==> src/rtl/div_pkg.sv <==
// Shared types and constants for the iterative RV32M divide unit.
package div_pkg;

    localparam int unsigned XLEN_DEFAULT = 32;

    localparam logic [XLEN_DEFAULT-1:0] DIV_ZERO_Q = '1;
    localparam logic [XLEN_DEFAULT-1:0] INT_MIN    = 32'h8000_0000;

    // Encoding matches funct3[1:0] of the M-extension divide group.
    typedef enum logic [1:0] {
        OpDiv  = 2'b00,
        OpDivu = 2'b01,
        OpRem  = 2'b10,
        OpRemu = 2'b11
    } div_op_e;

    typedef enum logic [1:0] {
        StIdle,
        StCalc,
        StFinish
    } div_state_e;

    function automatic logic op_is_signed(input div_op_e op);
        return (op == OpDiv) || (op == OpRem);
    endfunction

    function automatic logic op_is_rem(input div_op_e op);
        return (op == OpRem) || (op == OpRemu);
    endfunction

endpackage

==> src/rtl/div_restoring_step.sv <==
// One restoring-division step: shift {rem,quo} left and conditionally subtract.
module div_restoring_step #(
    parameter int unsigned XLEN = 32
) (
    input  logic [XLEN-1:0] rem,
    input  logic [XLEN-1:0] quo,
    input  logic [XLEN-1:0] divisor,
    output logic [XLEN-1:0] rem_next,
    output logic [XLEN-1:0] quo_next
);

    logic [XLEN:0] rem_shifted;
    logic [XLEN:0] trial;

    // rem < divisor always holds, so the shifted value fits XLEN+1 bits and a
    // negative trial always shows up in the top bit.
    always_comb begin
        rem_shifted = {rem, quo[XLEN-1]};
        trial       = rem_shifted - {1'b0, divisor};
        if (trial[XLEN]) begin
            rem_next = rem_shifted[XLEN-1:0];
            quo_next = {quo[XLEN-2:0], 1'b0};
        end else begin
            rem_next = trial[XLEN-1:0];
            quo_next = {quo[XLEN-2:0], 1'b1};
        end
    end

endmodule

==> src/rtl/divider_iterative.sv <==
// Multi-cycle RV32M divider (DIV/DIVU/REM/REMU), one quotient bit per cycle,
// with the same start/done/use handshake as the iterative multiplier.
module divider_iterative
    import div_pkg::*;
#(
    parameter int unsigned XLEN = XLEN_DEFAULT
) (
    input  logic            clk,
    input  logic            rst,
    input  logic            startD,
    input  logic [1:0]      div_opcode,
    input  logic [XLEN-1:0] operand1,
    input  logic [XLEN-1:0] operand2,
    output logic [XLEN-1:0] result_divide,
    output logic            done,
    output logic            div_use
);

    localparam int unsigned     CntW     = $clog2(XLEN) + 1;
    localparam logic [CntW-1:0] LastStep = CntW'(XLEN - 1);
    localparam logic [XLEN-1:0] AllOnes  = '1;
    localparam logic [XLEN-1:0] IntMin   = {1'b1, {(XLEN-1){1'b0}}};

    div_state_e      state_q, state_d;
    div_op_e         op_q, op_d;
    logic [XLEN-1:0] rem_q, rem_d;
    logic [XLEN-1:0] quo_q, quo_d;
    logic [XLEN-1:0] dvs_q, dvs_d;
    logic            quo_neg_q, quo_neg_d;
    logic            rem_neg_q, rem_neg_d;
    logic            special_q, special_d;
    logic [CntW-1:0] cnt_q, cnt_d;
    logic [XLEN-1:0] result_q, result_d;
    logic            done_q, done_d;

    div_op_e         op_in;
    logic            in_signed, in_rem, a_neg, b_neg, div_zero, overflow;
    logic [XLEN-1:0] abs_a, abs_b, special_res;
    logic [XLEN-1:0] rem_step, quo_step, quo_fix, rem_fix;

    div_restoring_step #(
        .XLEN(XLEN)
    ) u_step (
        .rem     (rem_q),
        .quo     (quo_q),
        .divisor (dvs_q),
        .rem_next(rem_step),
        .quo_next(quo_step)
    );

    // Operand conditioning at accept time.
    always_comb begin
        op_in     = div_op_e'(div_opcode);
        in_signed = op_is_signed(op_in);
        in_rem    = op_is_rem(op_in);
        a_neg     = in_signed & operand1[XLEN-1];
        b_neg     = in_signed & operand2[XLEN-1];
        abs_a     = a_neg ? -operand1 : operand1;
        abs_b     = b_neg ? -operand2 : operand2;
        div_zero  = (operand2 == '0);
        overflow  = in_signed && (operand1 == IntMin) && (operand2 == AllOnes);
        if (div_zero) begin
            special_res = in_rem ? operand1 : AllOnes;
        end else begin
            special_res = in_rem ? '0 : IntMin;
        end
        quo_fix = quo_neg_q ? -quo_q : quo_q;
        rem_fix = rem_neg_q ? -rem_q : rem_q;
    end

    always_comb begin
        state_d   = state_q;
        op_d      = op_q;
        rem_d     = rem_q;
        quo_d     = quo_q;
        dvs_d     = dvs_q;
        quo_neg_d = quo_neg_q;
        rem_neg_d = rem_neg_q;
        special_d = special_q;
        cnt_d     = cnt_q;
        result_d  = result_q;
        done_d    = 1'b0;
        div_use   = 1'b1;

        unique case (state_q)
            StIdle: begin
                div_use = startD;
                if (startD) begin
                    op_d      = op_in;
                    quo_neg_d = a_neg ^ b_neg;
                    rem_neg_d = a_neg;
                    rem_d     = '0;
                    quo_d     = abs_a;
                    dvs_d     = abs_b;
                    cnt_d     = '0;
                    special_d = div_zero | overflow;
                    if (div_zero || overflow) begin
                        // Special result is parked in the quotient register.
                        quo_d   = special_res;
                        state_d = StFinish;
                    end else begin
                        state_d = StCalc;
                    end
                end
            end
            StCalc: begin
                rem_d = rem_step;
                quo_d = quo_step;
                cnt_d = cnt_q + 1'b1;
                if (cnt_q == LastStep) begin
                    state_d = StFinish;
                end
            end
            StFinish: begin
                done_d  = 1'b1;
                state_d = StIdle;
                if (special_q) begin
                    result_d = quo_q;
                end else begin
                    result_d = op_is_rem(op_q) ? rem_fix : quo_fix;
                end
            end
            default: state_d = StIdle;
        endcase
    end

    always_ff @(posedge clk or negedge rst) begin
        if (!rst) begin
            state_q   <= StIdle;
            op_q      <= OpDiv;
            rem_q     <= '0;
            quo_q     <= '0;
            dvs_q     <= '0;
            quo_neg_q <= 1'b0;
            rem_neg_q <= 1'b0;
            special_q <= 1'b0;
            cnt_q     <= '0;
            result_q  <= '0;
            done_q    <= 1'b0;
        end else begin
            state_q   <= state_d;
            op_q      <= op_d;
            rem_q     <= rem_d;
            quo_q     <= quo_d;
            dvs_q     <= dvs_d;
            quo_neg_q <= quo_neg_d;
            rem_neg_q <= rem_neg_d;
            special_q <= special_d;
            cnt_q     <= cnt_d;
            result_q  <= result_d;
            done_q    <= done_d;
        end
    end

    assign result_divide = result_q;
    assign done          = done_q;

endmodule

==> config.mk <==
export PLATFORM = sky130hd
export DESIGN_NAME = divider_iterative
export DESIGN_NICKNAME = d
export VERILOG_FILES = /design/src/rtl/div_pkg.sv /design/src/rtl/div_restoring_step.sv /design/src/rtl/divider_iterative.sv
export SDC_FILE = /design/constraint.sdc
export NUM_CORES = 1
export LEC_CHECK = 0
export BUFFER_PORTS_ARGS = -buffer_cell sky130_fd_sc_hd__buf_2
export CELL_PAD_IN_SITES_DETAIL_PLACEMENT = 1
export CELL_PAD_IN_SITES_GLOBAL_PLACEMENT = 1
export CORE_AREA = 2 2 188 190
export DETAILED_ROUTE_END_ITERATION = 12
export DIE_AREA = 0 0 190 192
export PLACE_DENSITY = 0.64
export SYNTH_ARGS = -nofsm -noshare
export SYNTH_HDL_FRONTEND = slang
export SYNTH_HIERARCHICAL = 1
export SYNTH_SLANG_ARGS = --single-unit
==> constraint.sdc <==
create_clock -name clk -period 8.35 [get_ports clk]
set_input_delay 2.0875 -clock clk [delete_from_list [all_inputs] [get_ports clk]]
set_output_delay 2.0875 -clock clk [all_outputs]
set_load 0.01 [all_outputs]
==> results.toml <==
[job]
cap_viol_max_count = 0

[timing]
final-max-slew-violation-count = 0
rsz0062_at_grt = "false"
setup_slack_ns = 3.60
post-route-period-util_pct = 56.9
min_period_ns = 4.75
hold_viol_final = 0
finalClockSkew_ns = 0.0118
max_clock_freq_mhz = 211
slew_headroom_pct = 26.3
setup_viol = 0
setup_tns_ns = 0
tightest_slew_ns = 1.11

[floorplanning]
initial_utilization_pct = 34.7
die_h_um = 192
die_area_um2 = 36500
boundaryPins = 103
num_rows = 68
core_area_um2 = 34300
die_w_um = 190

[cts]
cts_tree = "built"
cts_resized = 0
path_clk_slew_ns = 0.07
cts_buffers = 17
cts_root_buf = "clkbuf_16"
cts_setup_buffers = 0
clkSinkCount = 141
hold_buffers = 0
cts_buffer_depth = 2
clk_latency_ns = 0.44
htree_levels = 4

[setup_path]
timing.rr.end = "rem_q[4]"
crit_top_cell = "buf_2"
slowest_delay_ns = 0.31
crit_fanout = 4
r2r_slack_ns = 4.15
crit_slowest_cell = "or3_1"
crit_type = "in -> out"
cp_cell_sequence = "buf_2 > or3_1 > buf_2"
rr_startpoint = "quo_q[31]"
crit_arrival_ns = 2.66
rr_worst_depth = 15
cp.required_ns = 6.26
crit_path_start_kind = "primary input"
endpoint_kind = "output pin"

[layout]
final_nets = 1632
antennaDiodeCount = 0
fin_util_pct = 38.3
final-instance-count-excl-fill = 1992
drive_above_1_share_pct = 13.1
area.growth.synth_to_final_pct = 10.2

[yosys]
syn_area_um2 = 11900
yosys_register_bits = 141
synth_nets = 1620
yosysTopAreaCell = "dfrtp_1"
synthTopCellsByArea = "dfrtp_1 (30%), nand2_1 (6.3%), o21ai_0 (5.7%)"
yosys_warnings = 6
synth.distinct_cells = 88
netlist.area_leader.share_pct = 29.7
avgSynthCellArea_um2 = 7.87
yosysMostFrequentCell = "nand2_1"
synthArstFlopShare_pct = 100
netlist_instances = 1512
synth_common_cells = "nand2_1 (199), dfrtp_1 (141), o21ai_0 (135), nor2_1 (98), a21oi_1 (90)"
synth_edf_count = 0
ys_dominant_reg_cell = "dfrtp_1"
ys_seq_area_share_pct = 29.7

[placement]
post-place-ws_ns = 3.44
routabilityCongestion = 0.858
hpwlAfterDp_mm = 32.1
dp_cells = 1960
io_buffer_count = 102

[power_and_ir_drop]
p_sw_share_pct = 47.5
pwr-share-seq_pct = 27.4
power_density_nw_per_um2 = 397
power_frac_comb_pct = 56.4
pwr-share-clk_pct = 16.2
p_int_mw = 2.74
p_sw_mw = 2.47
vdd_drop_max_mv = 0.163
power_mw = 5.21
p_leak_nw = 5.47

[global_routing]
grt_max_degree = 91
grt_pass1_vias = 11455
antenna_found_initial = 0
grt_pass1_wl_mm = 67.9
track_usage_pct = 23.9
grt_overflow_total = 0

[min_path]
holdPathStages = 2
hold_end = "dvs_q[18]"
hp-start = "dvs_q[18]"
hold_path.class = "reg -> reg"

[route]
drcViolationCount = 0
dr.pass1.iters = 7
drt_iter0_drc = 762
avgRoutedWirePerCell_um = 21.8
num_vias = 11741
detail-route-antenna-nets = 0
viasPerCell = 5.89
wl_mm = 43.5

[outcome]
status = "completed"
stage by stage:
stage,area (um^2),hold WS (ns)
3_5_place_dp,12500,0.470
6_report,13100,0.477
5_1_grt,13100,0.505
2_1_floorplan,11900,0.450
3_3_place_gp,12500,0.461
4_1_cts,13100,0.484
registers in the layout, summed over array words and instances (netlist names):
register,cells
rem_neg_q,1
special_q,1
quo_q,32
quo_neg_q,1
state_q,2
op_q,1
rem_q,32
cnt_q,6
dvs_q,32
done,1
result_divide,32
layout by cell type (no fill, tap or decap), types with 9 or more instances in the layout:
cell and n:
buf_2 101, o31ai_1 29, mux2_4 19, a31oi_1 25, nor4_1 24, o21ai_1 14
nand2_1 198, o41ai_1 17, inv_1 53, o21ai_0 135, o21a_1 10, clkbuf_16 17
buf_4 12, or3_1 29, a22oi_1 11, nor3_1 41, or2_2 9, o22ai_1 13
xnor2_1 54, nor2_1 98, nand4_1 28, and3_1 17, a21o_1 22, mux2i_1 14
ha_1 38, a21oi_1 90, dfrtp_1 141, or4_1 18, xor2_1 39, nand3_1 41
area by class of cell:
type / instances / area (um^2)
Clock buffer: 20 / 447
Multi-Input combinational cell: 1194 / 7570
Tap cell: 455 / 569
Timing Repair Buffer: 114 / 607
Clock inverter: 12 / 185
Inverter: 56 / 210
Sequential cell: 141 / 3530
Fill cell: 4154 / 21200
critical path: cells and delay by family:
kind / cells / cell delay (ns)
AND/OR/NAND/NOR: 1 / 0.31
buffers and inverters: 2 / 0.27
power groups by stage:
stage / clock network [mW] / logic (mW) / registers (mW)
2_1_floorplan: 0 / 2.40 / 1.18
3_3_place_gp: 0 / 2.83 / 1.41
3_5_place_dp: 0 / 2.90 / 1.42
4_1_cts: 0.858 / 2.92 / 1.41
5_1_grt: 0.883 / 3.25 / 1.46
6_report: 0.842 / 2.94 / 1.43
layer usage:
layer / wire (um) / global-route usage, % / up-vias
met5: 0 / 0 / -
met4: 1210 / 8.32 / 0
met3: 1820 / 2.52 / 58
met2: 18600 / 35.5 / 288
met1: 21800 / 35.6 / 5823
li1: - / - / 5572
cell families (layout without fill, tap and decap cells):
kind of cell,after synthesis,in the layout,synth area share (%)
AND/OR/NAND/NOR,559,559,23.1
AO/OA/AOI/OAI,465,465,25.3
adder cells (fa/ha/maj),39,39,4.16
buffers and inverters,177,202,6.94
XOR/XNOR,93,93,6.85
multiplexers,38,38,4.05
flip-flops,141,141,29.7
how the worst max path moves through the flow:
stage / startpoint / endpoint
2_1_floorplan: startD / div_use
6_report: startD / div_use
4_1_cts: startD / div_use
5_1_grt: startD / div_use
3_3_place_gp: operand2[18] / quo_q[6]
3_5_place_dp: operand2[18] / quo_q[6]
No activity file was read; power rests on OpenSTA's default activity.
